### src/rtl/tsn_sched_pkg.sv
// ---------------------------------------------------------------------------
// tsn_sched_pkg
// Shared definitions for the TSN frame-generator scheduler (tgm_sched).
//   state_e          : FSM encoding IDLE=0, OFFER=1, WAIT=2, GAP=3 (2-bit)
//   GAP_CYC_DEFAULT  : default guard gap after generator done (cycles)
//   clog2()          : constant-foldable ceil(log2) used for widths
// ---------------------------------------------------------------------------
package tsn_sched_pkg;

  typedef enum logic [1:0] {
    IDLE  = 2'd0,
    OFFER = 2'd1,
    WAIT  = 2'd2,
    GAP   = 2'd3
  } state_e;

  localparam int GAP_CYC_DEFAULT = 3;

  // ceil(log2(value)); returns 0 for value <= 1.
  function automatic int clog2(input int value);
    int res;
    res = 0;
    while ((1 << res) < value) begin
      res = res + 1;
    end
    return res;
  endfunction

endpackage

### src/rtl/tgm_sched_rr_arbiter.sv
// ---------------------------------------------------------------------------
// rr_arbiter
// Combinational winner selection for tgm_sched.
//   i_req   [NUM_Q]  per-queue request vector
//   i_ptr   [QID_W]  id of the last granted queue (round-robin pointer)
//   o_qid   [QID_W]  selected queue id (0 when nothing requests)
//   o_found          at least one request is set
// Round-robin: first set bit searching upward from i_ptr+1 with wrap.
// With TGM_SCHED_STRICT_PRIO_EN defined: lowest-index requester wins and
// i_ptr is ignored.
// ---------------------------------------------------------------------------
module rr_arbiter #(
  parameter int NUM_Q = 4,
  parameter int QID_W = 2
) (
  input  logic [NUM_Q-1:0] i_req,
  input  logic [QID_W-1:0] i_ptr,
  output logic [QID_W-1:0] o_qid,
  output logic             o_found
);

  logic             w_found;
  logic [QID_W-1:0] w_qid;

`ifdef TGM_SCHED_STRICT_PRIO_EN
  // The pointer has no meaning in strict-priority mode.
  logic w_unused_ptr;
  assign w_unused_ptr = ^i_ptr;

  always_comb begin
    // NOTE: every combinational output gets a default before any branch, so
    // no path leaves it unassigned and no latch is inferred.
    w_found = 1'b0;
    w_qid   = '0;
    for (int i = 0; i < NUM_Q; i++) begin
      if (!w_found && i_req[i]) begin
        w_found = 1'b1;
        w_qid   = QID_W'(i);
      end
    end
  end
`else
  // Two ascending passes implement the wrap: first the queues above the
  // pointer, then (only if none of those request) from queue 0 upward, which
  // ends at the pointer itself so a lone requester keeps winning.
  always_comb begin
    w_found = 1'b0;
    w_qid   = '0;
    for (int i = 0; i < NUM_Q; i++) begin
      if (!w_found && i_req[i] && (i > int'(i_ptr))) begin
        w_found = 1'b1;
        w_qid   = QID_W'(i);
      end
    end
    for (int i = 0; i < NUM_Q; i++) begin
      if (!w_found && i_req[i]) begin
        w_found = 1'b1;
        w_qid   = QID_W'(i);
      end
    end
  end
`endif

  assign o_found = w_found;
  assign o_qid   = w_qid;

endmodule

### src/rtl/tgm_sched.sv
// ---------------------------------------------------------------------------
// tgm_sched
// Shares one frame generator among NUM_Q token-bucket rate limiters. One
// grant is offered at a time over a valid/ready handshake; on acceptance the
// granted limiter gets a one-cycle select pulse to consume its tokens. After
// the generator reports done, a guard gap lets limiter requests refresh
// before the next arbitration.
//
// Ports:
//   clk, rst_n              clock, asynchronous active-low reset
//   lau_update_finish       scheduling enabled while 1 (gates IDLE only)
//   test_stop               abort: back to IDLE, clears valid/select/count
//   in_tgm_req   [NUM_Q]    per-queue level requests
//   out_tgm_selected[NUM_Q] one-hot token-consume pulse
//   out_gen_valid           grant offered to the generator
//   out_gen_qid  [QID_W]    granted queue id, stable while valid
//   in_gen_ready            generator accepts the grant
//   in_gen_done             pulse: frame for accepted grant emitted
//   out_busy                1 whenever the FSM is not IDLE
//   out_grant_cnt[CNT_W]    accepted grants since reset or last stop
//
// Build option: TGM_SCHED_STRICT_PRIO_EN selects fixed priority (queue 0
// highest) instead of round-robin; the pointer is then frozen.
// QID_W must equal clog2(NUM_Q).
// ---------------------------------------------------------------------------
module tgm_sched
  import tsn_sched_pkg::*;
#(
  parameter int NUM_Q   = 4,
  parameter int QID_W   = 2,
  parameter int GAP_CYC = GAP_CYC_DEFAULT,
  parameter int CNT_W   = 32
) (
  input  logic             clk,
  input  logic             rst_n,
  input  logic             lau_update_finish,
  input  logic             test_stop,
  input  logic [NUM_Q-1:0] in_tgm_req,
  output logic [NUM_Q-1:0] out_tgm_selected,
  output logic             out_gen_valid,
  output logic [QID_W-1:0] out_gen_qid,
  input  logic             in_gen_ready,
  input  logic             in_gen_done,
  output logic             out_busy,
  output logic [CNT_W-1:0] out_grant_cnt
);

  localparam int GAP_W = clog2(GAP_CYC) + 1;

  state_e           r_state;
  logic             r_gen_valid;
  logic [QID_W-1:0] r_gen_qid;
  logic [NUM_Q-1:0] r_sel;
  logic [QID_W-1:0] r_ptr;
  logic [CNT_W-1:0] r_cnt;
  logic [GAP_W-1:0] r_gap;
  logic             r_busy;

  state_e           w_nxt_state;
  logic             w_nxt_valid;
  logic [QID_W-1:0] w_nxt_qid;
  logic [NUM_Q-1:0] w_nxt_sel;
  logic [QID_W-1:0] w_nxt_ptr;
  logic [CNT_W-1:0] w_nxt_cnt;
  logic [GAP_W-1:0] w_nxt_gap;

  logic [QID_W-1:0] w_win_qid;
  logic             w_win_found;

  rr_arbiter #(
    .NUM_Q (NUM_Q),
    .QID_W (QID_W)
  ) u_arb (
    .i_req   (in_tgm_req),
    .i_ptr   (r_ptr),
    .o_qid   (w_win_qid),
    .o_found (w_win_found)
  );

  always_comb begin
    w_nxt_state = r_state;
    w_nxt_valid = r_gen_valid;
    w_nxt_qid   = r_gen_qid;
    w_nxt_sel   = '0;           // select is a pulse: low unless set below
    w_nxt_ptr   = r_ptr;
    w_nxt_cnt   = r_cnt;
    w_nxt_gap   = r_gap;

    if (test_stop) begin
      // Stop beats everything, including a same-cycle ready; pointer is kept.
      w_nxt_state = IDLE;
      w_nxt_valid = 1'b0;
      w_nxt_qid   = '0;
      w_nxt_cnt   = '0;
      w_nxt_gap   = '0;
    end else begin
      unique case (r_state)
        IDLE: begin
          if (lau_update_finish && w_win_found) begin
            w_nxt_qid   = w_win_qid;
            w_nxt_valid = 1'b1;
            w_nxt_state = OFFER;
          end
        end
        OFFER: begin
          // The request may drop here; the limiter already qualified, so the
          // offer is held until the generator takes it.
          if (in_gen_ready) begin
            w_nxt_valid = 1'b0;
            w_nxt_sel   = NUM_Q'(1) << r_gen_qid;
            w_nxt_cnt   = r_cnt + CNT_W'(1);
`ifndef TGM_SCHED_STRICT_PRIO_EN
            w_nxt_ptr   = r_gen_qid;
`endif
            w_nxt_state = WAIT;
          end
        end
        WAIT: begin
          if (in_gen_done) begin
            w_nxt_gap   = GAP_W'(GAP_CYC - 1);
            w_nxt_state = GAP;
          end
        end
        GAP: begin
          // Leave when the decrement reaches 0: GAP_CYC-1 cycles here plus
          // the IDLE arbitration cycle give GAP_CYC idle cycles after done.
          if (r_gap <= GAP_W'(1)) begin
            w_nxt_gap   = '0;
            w_nxt_state = IDLE;
          end else begin
            w_nxt_gap   = r_gap - GAP_W'(1);
          end
        end
        default: w_nxt_state = IDLE;
      endcase
    end
  end

  always_ff @(posedge clk or negedge rst_n) begin
    if (!rst_n) begin
      r_state     <= IDLE;
      r_gen_valid <= 1'b0;
      r_gen_qid   <= '0;
      r_sel       <= '0;
      r_ptr       <= QID_W'(NUM_Q - 1);   // queue 0 wins the first round
      r_cnt       <= '0;
      r_gap       <= '0;
      r_busy      <= 1'b0;
    end else begin
      // NOTE: state registers use non-blocking assignments so every register
      // samples the pre-edge values regardless of statement order.
      r_state     <= w_nxt_state;
      r_gen_valid <= w_nxt_valid;
      r_gen_qid   <= w_nxt_qid;
      r_sel       <= w_nxt_sel;
      r_ptr       <= w_nxt_ptr;
      r_cnt       <= w_nxt_cnt;
      r_gap       <= w_nxt_gap;
      r_busy      <= (w_nxt_state != IDLE);
    end
  end

  assign out_tgm_selected = r_sel;
  assign out_gen_valid    = r_gen_valid;
  assign out_gen_qid      = r_gen_qid;
  assign out_busy         = r_busy;
  assign out_grant_cnt    = r_cnt;

endmodule

### config.mk
export PLATFORM = sky130hd
export DESIGN_NAME = tgm_sched
export DESIGN_NICKNAME = d
export VERILOG_FILES = /design/src/rtl/tsn_sched_pkg.sv /design/src/rtl/tgm_sched_rr_arbiter.sv /design/src/rtl/tgm_sched.sv
export SDC_FILE = /design/constraint.sdc
export NUM_CORES = 1
export LEC_CHECK = 0
export BUFFER_PORTS_ARGS = -buffer_cell sky130_fd_sc_hd__buf_2
export CAP_MARGIN = 15
export CORE_MARGIN = 1.5
export CORE_UTILIZATION = 49
export CTS_CLUSTER_DIAMETER = 60
export DETAILED_ROUTE_END_ITERATION = 16
export PLACE_DENSITY = 0.75
export SLEW_MARGIN = 20
export SYNTH_ARGS = -nofsm -noshare
export SYNTH_HDL_FRONTEND = slang
export SYNTH_SLANG_ARGS = --single-unit
export TNS_END_PERCENT = 50
### constraint.sdc
create_clock -name clk -period 2.1 [get_ports clk]
set_clock_uncertainty 0.05 [all_clocks]
set_input_delay 0.63 -clock clk [delete_from_list [all_inputs] [get_ports clk]]
set_output_delay 0.63 -clock clk [all_outputs]
set_load 0.1 [all_outputs]
## After elaboration in Yosys (flattened, before gate mapping)

Cells that the tools add are included.

- Logic and storage cells: 88
- Register bits after elaboration: 47

- Shifts and indexed selects: 1
- Eq/ne operators: 6
- Add/sub/neg operators: 2
- Bitwise logic cells: 1
- Multiplexer cells: 37
- Reductions and logical operators: 29
- $lt $le $gt $ge: 4

Operators with widths:

| kind | count |
|---|---|
| $mux 32 | 3 |
| $add 32x1->32 const B | 1 |
| $mux 2 | 14 |
| $mux 4 | 3 |
| $mux 1 | 11 |
| $logic_and 1x1->1 | 10 |
| $reduce_bool 2->1 | 5 |
| $mux 3 | 3 |
| $ne 3x3->1 const B | 3 |
| $pmux 2 s4 | 1 |
| $logic_not 1->1 | 6 |
| $pmux 3 s2 | 1 |
| $reduce_and 2->1 | 3 |
| $reduce_and 3->1 | 2 |
| $reduce_bool 3->1 | 2 |
| $eq 2x2->1 const B | 2 |
| $gt 2x2->1 const A | 2 |
| $shl 1x2->4 const A | 1 |
| $le 3x1->1 const B | 1 |
| $sub 3x1->3 const B | 1 |
| $eq 2x1->1 const B | 1 |
| $gt 1x2->1 const A | 1 |
| $logic_not 2->1 | 1 |
| $pmux 1 s2 | 1 |
| $not 1->1 | 1 |

## Logic depth before layout (Yosys ltp)

Gate-level depths: netlist of the first run.

- Depth in word-level cells: 28
- Depth in mapped cells: 7
- Depth with buffers taken out: 6

## Modules after synthesis

From an unflattened synthesis of the first run, not the netlist that was laid out.

- Cells, all modules: 256
- Area, all modules: 2,422.3 um^2

By module, submodules not included:

| module | cells an instance | sequential area each (um^2) | times used | area an instance (um^2) |
|---|---|---|---|---|
| tgm_sched | 242 | 1,178.6 | 1 | 2,341.0 |
| rr_arbiter | 14 | 0.0 | 1 | 81.3 |

## Least setup slack after synthesis of the first run

No wires, ideal clock.

- Path kind: register to register
- Start: register r_cnt[0], in the netlist out_grant_cnt[0]
- End: register r_cnt[18], in the netlist out_grant_cnt[18]
- Cell stages (with the launch flop): 8
- Setup time: 0.078 ns
- Data arrival time: 2.741 ns
- Data required time: 1.972 ns
- Period minus slack after synthesis: 2.869 ns
- Path slack: -0.769 ns
- Path through: dfrtp_1 ha_1 nand4_1 or4_1 clkbuf_1 buf_2 or3_1 a21oi_1

- Word-level cells in the longest chain between the ends: 4

RTL lines:

| what | line | RTL |
|---|---|---|
| start, declared | tgm_sched.sv:55 | `logic [CNT_W-1:0] r_cnt;` |
| start signal, assigned | tgm_sched.sv:157 | `r_cnt <= w_nxt_cnt;` |
| $add 32x1->32 | tgm_sched.sv:111 | `w_nxt_cnt = r_cnt + CNT_W'(1);` |
| $mux 32 | tgm_sched.sv:108 | `if (in_gen_ready) begin` |
| $mux 32 | tgm_sched.sv:97 | `unique case (r_state)` |
| $mux 32 | tgm_sched.sv:89 | `if (test_stop) begin` |

Every way passes these cells. The select of a mux whose other input is x is not followed.
A chain may end at the register's enable or synchronous reset.

## Final worst setup path of the first run

- Start: register r_cnt[1], in the netlist out_grant_cnt[1]
- End: register r_cnt[26], in the netlist out_grant_cnt[26]

The elaborated chain is that of the path after synthesis.

==> results of run 1 <==
## critical path: cells and delay by family, from the launching register on
family / cells / cell delay [ps]
AND/OR/NAND/NOR: 3 / 1090
flip-flops: 1 / 440
buffers and inverters: 1 / 160
adder cells (fa/ha/maj): 1 / 130
AO/OA/AOI/OAI: 1 / 130
## flip-flops by register name (all words and copies together) (netlist names)
signal	cells
out_grant_cnt	32
out_tgm_selected	4
r_gap	3
out_gen_qid	2
r_ptr	2
r_state	2
out_busy	1
out_gen_valid	1
## cell type report
class	count	area, um^2	area share [%]
clock buffers	8	100	3.36
inverters	10	37.5	1.26
repair buffers	64	374	12.5
flip-flops and latches	47	1220	41.0
well taps	67	83.8	2.81
multi-input cells	183	1160	39.1
## per-stage QoR
stage	total power (uW)	setup slack [ps]	hold WS (ps)	instance area (um^2)	TNS [ps]
after detailed placement	1300	-246	440	2870	-1890
final	1880	14.9	239	2980	0
after CTS	1900	8.23	255	2970	0
after global routing	1970	-60.7	266	2980	-251
after global placement	1290	-223	431	2870	-1490
after floorplan	1210	-219	284	2490	-2080
## Yosys cell counts, types with 3 or more instances
| library cell | n | area share, % |
|---|---|---|
| sky130_fd_sc_hd__nand3_1 | 10 | 2.1 |
| sky130_fd_sc_hd__nand2b_1 | 5 | 1.3 |
| sky130_fd_sc_hd__dfrtp_1 | 45 | 46 |
| sky130_fd_sc_hd__nor2_1 | 17 | 2.6 |
| sky130_fd_sc_hd__o21ai_0 | 7 | 1.4 |
| sky130_fd_sc_hd__ha_1 | 3 | 1.5 |
| sky130_fd_sc_hd__and3_1 | 3 | 0.77 |
| sky130_fd_sc_hd__nor4_1 | 4 | 1.0 |
| sky130_fd_sc_hd__and4_1 | 5 | 1.8 |
| sky130_fd_sc_hd__xnor2_1 | 6 | 2.2 |
| sky130_fd_sc_hd__nor3_1 | 3 | 0.62 |
| sky130_fd_sc_hd__inv_1 | 10 | 1.5 |
| sky130_fd_sc_hd__a21oi_1 | 31 | 6.4 |
| sky130_fd_sc_hd__o31ai_1 | 15 | 4.6 |
| sky130_fd_sc_hd__nand2_1 | 19 | 2.9 |
| sky130_fd_sc_hd__or3_1 | 5 | 1.3 |
| sky130_fd_sc_hd__nand4_1 | 9 | 2.3 |
| sky130_fd_sc_hd__xor2_1 | 4 | 1.4 |
| sky130_fd_sc_hd__or4_1 | 17 | 5.3 |
| sky130_fd_sc_hd__clkbuf_1 | 14 | 2.2 |
## repair_timing
| item | in CTS | in global routing |
|---|---|---|
| endpoints found under the setup margin | 6 | 10 |
| pin swaps | 2 | 0 |
| resized for setup | 2 | 2 |
## metal layers
| metal | part of all wire [%] | global-route usage [%] |
|---|---|---|
| met5 | 0 | 0 |
| met4 | 1.3 | 7.61 |
| met3 | 4.6 | 5.49 |
| met2 | 48 | 35.7 |
| met1 | 46 | 29.5 |
## final timing paths
kind	to	from	slack, ps
min in group clk	r_ptr[0]$_DFFE_PN1P_	r_ptr[0]$_DFFE_PN1P_	450
min reg2reg	r_ptr[0]$_DFFE_PN1P_	r_ptr[0]$_DFFE_PN1P_	450
max in group asynchronous	r_ptr[0]$_DFFE_PN1P_	rst_n	1470
max	out_grant_cnt[26]$_DFFE_PN0P_	out_grant_cnt[1]$_DFFE_PN0P_	10
max reg2reg	out_grant_cnt[26]$_DFFE_PN0P_	out_grant_cnt[1]$_DFFE_PN0P_	10
min	out_grant_cnt[25]$_DFFE_PN0P_	rst_n	240
## layout by cell type (no fill, tap or decap), types with 3 or more instances in the layout
cell type / netlist / final
sky130_fd_sc_hd__dfrtp_2: 0 / 13
sky130_fd_sc_hd__nand2_1: 19 / 18
sky130_fd_sc_hd__buf_4: 0 / 13
sky130_fd_sc_hd__buf_2: 2 / 49
sky130_fd_sc_hd__xor2_1: 4 / 4
sky130_fd_sc_hd__inv_1: 10 / 10
sky130_fd_sc_hd__clkbuf_8: 0 / 7
sky130_fd_sc_hd__or3_1: 5 / 5
sky130_fd_sc_hd__or4_1: 17 / 15
sky130_fd_sc_hd__and4_1: 5 / 5
sky130_fd_sc_hd__a21oi_1: 31 / 30
sky130_fd_sc_hd__nor4_1: 4 / 4
sky130_fd_sc_hd__xnor2_1: 6 / 6
sky130_fd_sc_hd__and3_1: 3 / 3
sky130_fd_sc_hd__nor2_1: 17 / 17
sky130_fd_sc_hd__nor3_1: 3 / 3
sky130_fd_sc_hd__nand2b_1: 5 / 5
sky130_fd_sc_hd__o21ai_0: 7 / 7
sky130_fd_sc_hd__nand4_1: 9 / 9
sky130_fd_sc_hd__dfrtp_4: 0 / 7
sky130_fd_sc_hd__nand3_1: 10 / 10
sky130_fd_sc_hd__o31ai_1: 15 / 15
sky130_fd_sc_hd__dfrtp_1: 45 / 25
## kinds of logic after synthesis
logic type	synth area share [%]
simple gates	24.3
compound gates	17.0
flops	48.5
buf+inv	4.59
xor+xnor	3.61
fa+ha+maj	1.55
mux	0.464
## where the power goes
part	total, uW	switching, uW	internal (uW)	leakage [uW]
registers	974	28.9	946	0.000607
logic	306	217	88.3	0.000635
clock network	601	300	301	0.0000515
==> impl_metrics.json, run 1 <==
{
  "status": "completed",
  "clkSlewWorstSetupHoldPaths_ps": 90,
  "fmax_mhz": 480,
  "post-route-drc-count": 0,
  "cts-buffers-inserted": 5,
  "floorplan.core_area_um2": 4750,
  "initial_core_util_pct": 51.1,
  "fin_nets": 324,
  "post_synth_num_cell_types": 40,
  "cts_buffer_depth": 2,
  "route.final.wire_length_mm": 5.37,
  "pwr_density_cell_nw_per_um2": 631,
  "grt_first_pass_wirelength_mm": 9.30,
  "asyncSetResetFlopFracSynth_pct": 100,
  "number_of_antenna_violations_at_the_first_check_in_global_routing": 0,
  "fin_cells": 379,
  "maximum_vdd_ir_drop_mv": 0.513,
  "rr_worst_depth": 6,
  "cts_tree": "yes",
  "postSynthCellCount": 257,
  "htree_levels": 2,
  "clock_insertion_delay_worst_skew_ps": 300,
  "cts_setup_buffers": 0,
  "critical_path_peak_fanout": 17,
  "final_core_utilization_pct": 62.7,
  "synth_nets": 270,
  "synth-seq-cells": 47,
  "maxSlewViolCount": 0,
  "drt-pass1-iter-count": 4,
  "vias": 2186,
  "route.antenna.remaining_nets": 0,
  "maxSlewHeadroom_pct": 61.3,
  "category_of_the_worst_setup_path_launch_point": "flop",
  "synth-main-ff-cell": "sky130_fd_sc_hd__dfrtp_1",
  "fp-row-count": 25,
  "synth_warnings": 0,
  "classification_of_the_worst_setup_path": "reg2reg",
  "cpMaxStageDelayCell": "sky130_fd_sc_hd__or4_4",
  "cts_hold_repair.buffers": 0,
  "grt.overflow.total": 0,
  "gp_routability_congestion": 0.815,
  "worstHoldPathType": "in2async",
  "path_cells": "ha_4 > nand4_1 > or4_4 > buf_6 > or4_1 > a21oi_1",
  "grt_start_max_net_pins": 48,
  "io_buffers": 49,
  "vias_per_cell": 5.77,
  "netlist_area_um2": 2430,
  "tightest_slew_ps": 576,
  "timing.critical_path.required_ps": 2280,
  "drive_gt1_share_pct": 32.4,
  "pin_count": 50,
  "p_leak_uw": 0.00129,
  "shortest_period_the_worst_path_allows_ps": 2090,
  "final-setup-viol-count": 0,
  "ys_seq_area_share_pct": 48.5,
  "setup_repair_after_global_routing_missed_its_margin": "true",
  "die_y_um": 73.4,
  "detailedRoute.firstIterationViolations": 118,
  "timing.final.hold_violations": 0,
  "dp_cells": 371,
  "ratio_of_final_minimum_period_to_clock_period_pct": 99.3,
  "cts_root_buf": "sky130_fd_sc_hd__clkbuf_8",
  "detail_placement_hpwl_mm": 3.73,
  "diodes": 0,
  "grt_pass1_vias": 2012,
  "area_growth_syn_to_layout_pct": 22.8,
  "worst_setup_path_end_kind": "flop",
  "fill_cells": 430,
  "drv_cap": 0,
  "total_clock_sinks": 47,
  "cp_slowest_stage_delay_ps": 550,
  "global_route.usage.total_pct": 22.2,
  "syn_avg_cell_area_um2": 9.45,
  "synth_enable_flop_cells": 0,
  "worst_ep_arrival_time_ps": 2270,
  "drt-wirelength-per-cell_um": 14.2,
  "die_x_um": 73.4,
  "die_footprint_um2": 5390
}
Note: power is estimated with default switching activity, not from simulation.
==> inputs of run 2 (changes only) <==
==> constraint.sdc (replaced) <==
create_clock -name clk -period 2.1 [get_ports clk]
set_clock_uncertainty 0.05 [all_clocks]
set_input_delay 0.63 -clock clk [delete_from_list [all_inputs] [get_ports clk]]
set_output_delay 0.63 -clock clk [all_outputs]
set_load 0.01 [all_outputs]
==> run 2 against run 1 <==
Against the previous run: final cell count increased by 2.9%; final area grew 3.3%; largest cell class is now multi-input combinational cells; sequential power hardly changed; core utilization up 2.1 points; critical endpoint is now out_grant_cnt[22]$_DFFE_PN0P_; register-to-register slack is essentially flat; hold slack lost 94 ps; via count rose by 2.6%; critical path depth is the same.
==> impl_metrics.json, run 2 (synthesized netlist as in run 1, its figures left out) <==
{
  "sequentialPowerShare_pct": 48.8,
  "number_of_antenna_violations_at_the_first_check_in_global_routing": 0,
  "final.setup.tns_ps": 0,
  "grt_util_met3_pct": 4.80,
  "grt.overflow.total": 0,
  "final-setup-viol-count": 0,
  "top_usage_layer": "met2",
  "fin_cells": 390,
  "largest_register_ffs": 32,
  "cts-buffers-inserted": 5,
  "initial_core_util_pct": 51.1,
  "shortest_period_the_worst_path_allows_ps": 2090,
  "rr_worst_depth": 6,
  "post_dp_cell_area_um2": 2910,
  "route.final.wire_length_mm": 5.82,
  "area_growth_syn_to_layout_pct": 26.8,
  "p_leak_uw": 0.00139,
  "vias": 2243,
  "tightest_slew_ps": 513,
  "timing.final.hold_violations": 0,
  "power.switching_uw": 483,
  "category_of_the_worst_setup_path_launch_point": "flop",
  "route.antenna.remaining_nets": 0,
  "cts_root_buf": "sky130_fd_sc_hd__clkbuf_8",
  "dp_cells": 382,
  "drt-wirelength-per-cell_um": 14.9,
  "drv_cap": 0,
  "clock_insertion_delay_worst_skew_ps": 310,
  "cts_tree": "yes",
  "worst_setup_path_end_kind": "flop",
  "cts_buffer_depth": 2,
  "pin_count": 50,
  "worstSetupStartpoint": "out_grant_cnt[0]$_DFFE_PN0P_",
  "gp_routability_congestion": 0.853,
  "grt_pass1_vias": 2064,
  "cts_setup_buffers": 0,
  "comb_power_share_pct": 11.0,
  "reg_to_reg_slack_setup_ps": 10,
  "maximum_vdd_ir_drop_mv": 0.292,
  "internal_power_uw": 1520,
  "total_clock_sinks": 47,
  "pwr-share-clk_pct": 40.2,
  "crit-reg2reg-capture": "out_grant_cnt[22]$_DFFE_PN0P_",
  "htree_levels": 2,
  "cts.repair.resized": 0,
  "fp-row-count": 25,
  "pwr_density_cell_nw_per_um2": 649,
  "layout_commonest_cell": "sky130_fd_sc_hd__buf_2",
  "timing.critical_path.required_ps": 2300,
  "place_ws_ps": -176,
  "maxSlewHeadroom_pct": 65.5,
  "die_y_um": 73.4,
  "least_setup_slack_across_all_paths_after_layout_ps": 12.5,
  "global_route.usage.total_pct": 23.1,
  "post-route-drc-count": 0,
  "finalInstanceArea_um2": 3080,
  "classification_of_the_worst_setup_path": "reg2reg",
  "grt_first_pass_wirelength_mm": 9.66,
  "worst_ep_arrival_time_ps": 2280,
  "cts_hold_repair.buffers": 0,
  "worstHoldPathType": "in2async",
  "detailedRoute.firstIterationViolations": 183,
  "final_core_utilization_pct": 64.8,
  "met2_track_utilization_from_global_routing_pct": 37.5,
  "detail_placement_hpwl_mm": 4.17,
  "mostFrequentLayoutCells": "sky130_fd_sc_hd__buf_2 (49), sky130_fd_sc_hd__dfrtp_1 (43), sky130_fd_sc_hd__a21oi_1 (27)",
  "maxSlewViolCount": 0,
  "die_footprint_um2": 5390,
  "fill_cells": 416,
  "diodes": 0,
  "clkSlewWorstSetupHoldPaths_ps": 90,
  "fmax_mhz": 479,
  "critical_path.reg2reg.startpoint": "out_grant_cnt[0]$_DFFE_PN0P_",
  "io_buffers": 49,
  "floorplan.core_area_um2": 4750,
  "die_x_um": 73.4,
  "status": "completed",
  "grt_start_max_net_pins": 27,
  "setup_repair_after_global_routing_missed_its_margin": "true",
  "fin_nets": 335,
  "vias_per_cell": 5.75,
  "critical_path_peak_fanout": 15,
  "grtUsageMet1_pct": 31.0,
  "switching_power_share_of_the_total_pct": 24.2,
  "drt-pass1-iter-count": 4,
  "ratio_of_final_minimum_period_to_clock_period_pct": 99.4,
  "critical_path.endpoint": "out_grant_cnt[22]$_DFFE_PN0P_",
  "drive_gt1_share_pct": 31.0
}
[run 2: cell count changes in the layout (fill, tap and decap cells not counted), moves of 2 or more]
cell and change:
sky130_fd_sc_hd__buf_4 +11, sky130_fd_sc_hd__bufinv_16 +2, sky130_fd_sc_hd__dfrtp_2 -11, sky130_fd_sc_hd__dfrtp_4 -7, sky130_fd_sc_hd__dfrtp_1 +18, sky130_fd_sc_hd__a21oi_1 -3
sky130_fd_sc_hd__or4_1 -3, sky130_fd_sc_hd__a21oi_2 +3, sky130_fd_sc_hd__or4_4 +3, sky130_fd_sc_hd__clkbuf_8 -2
[run 2: per-stage QoR]
step,hold slack (ps),power (uW)
6_report,145,2000
2_1_floorplan,284,1120
5_1_grt,152,2080
4_1_cts,150,2010
3_5_place_dp,441,1210
3_3_place_gp,443,1200
[run 2: per-layer routing]
metal / share of wire (%) / wire length, um / up-vias
met5: 0 / 0 / -
met1: 44 / 2540 / 1089
met4: 1.4 / 79 / 0
li1: - / - / 1092
met2: 51 / 2950 / 54
met3: 4.4 / 254 / 8
[run 2: how the worst min path moves through the flow]
stage	cells past startpoint	endpoint	start
2_1_floorplan	0	out_busy$_DFF_PN0_	rst_n
3_3_place_gp	2	r_ptr[0]$_DFFE_PN1P_	r_ptr[0]$_DFFE_PN1P_
3_5_place_dp	2	r_ptr[0]$_DFFE_PN1P_	r_ptr[0]$_DFFE_PN1P_
4_1_cts	1	out_grant_cnt[19]$_DFFE_PN0P_	rst_n
5_1_grt	1	out_grant_cnt[19]$_DFFE_PN0P_	rst_n
6_report	1	out_grant_cnt[19]$_DFFE_PN0P_	rst_n
[run 2: area by class of cell]
type / count / area, um^2 / share of cell area (%)
Tap cell: 67 / 83.8 / 2.72
Clock buffer: 5 / 68.8 / 2.23
Clock inverter: 3 / 67.6 / 2.19
Sequential cell: 47 / 1180 / 38.3
Inverter: 10 / 37.5 / 1.22
Timing Repair Buffer: 75 / 457 / 14.8
Multi-Input combinational cell: 183 / 1180 / 38.5
[run 2: worst max-delay path, stage by stage, from the launching register on]
cell	delay, ps
sky130_fd_sc_hd__dfrtp_2	390
sky130_fd_sc_hd__ha_4	150
sky130_fd_sc_hd__nand4_1	140
sky130_fd_sc_hd__or4_4	540
sky130_fd_sc_hd__buf_6	160
sky130_fd_sc_hd__or4_1	430
sky130_fd_sc_hd__a21oi_2	150
[run 2: power by group through the flow]
stage	Combinational (uW)	Clock, uW	Sequential (uW)
2_1_floorplan	122	0	995
3_3_place_gp	213	0	992
3_5_place_dp	221	0	993
6_report	219	805	976
4_1_cts	221	813	976
5_1_grt	248	851	982
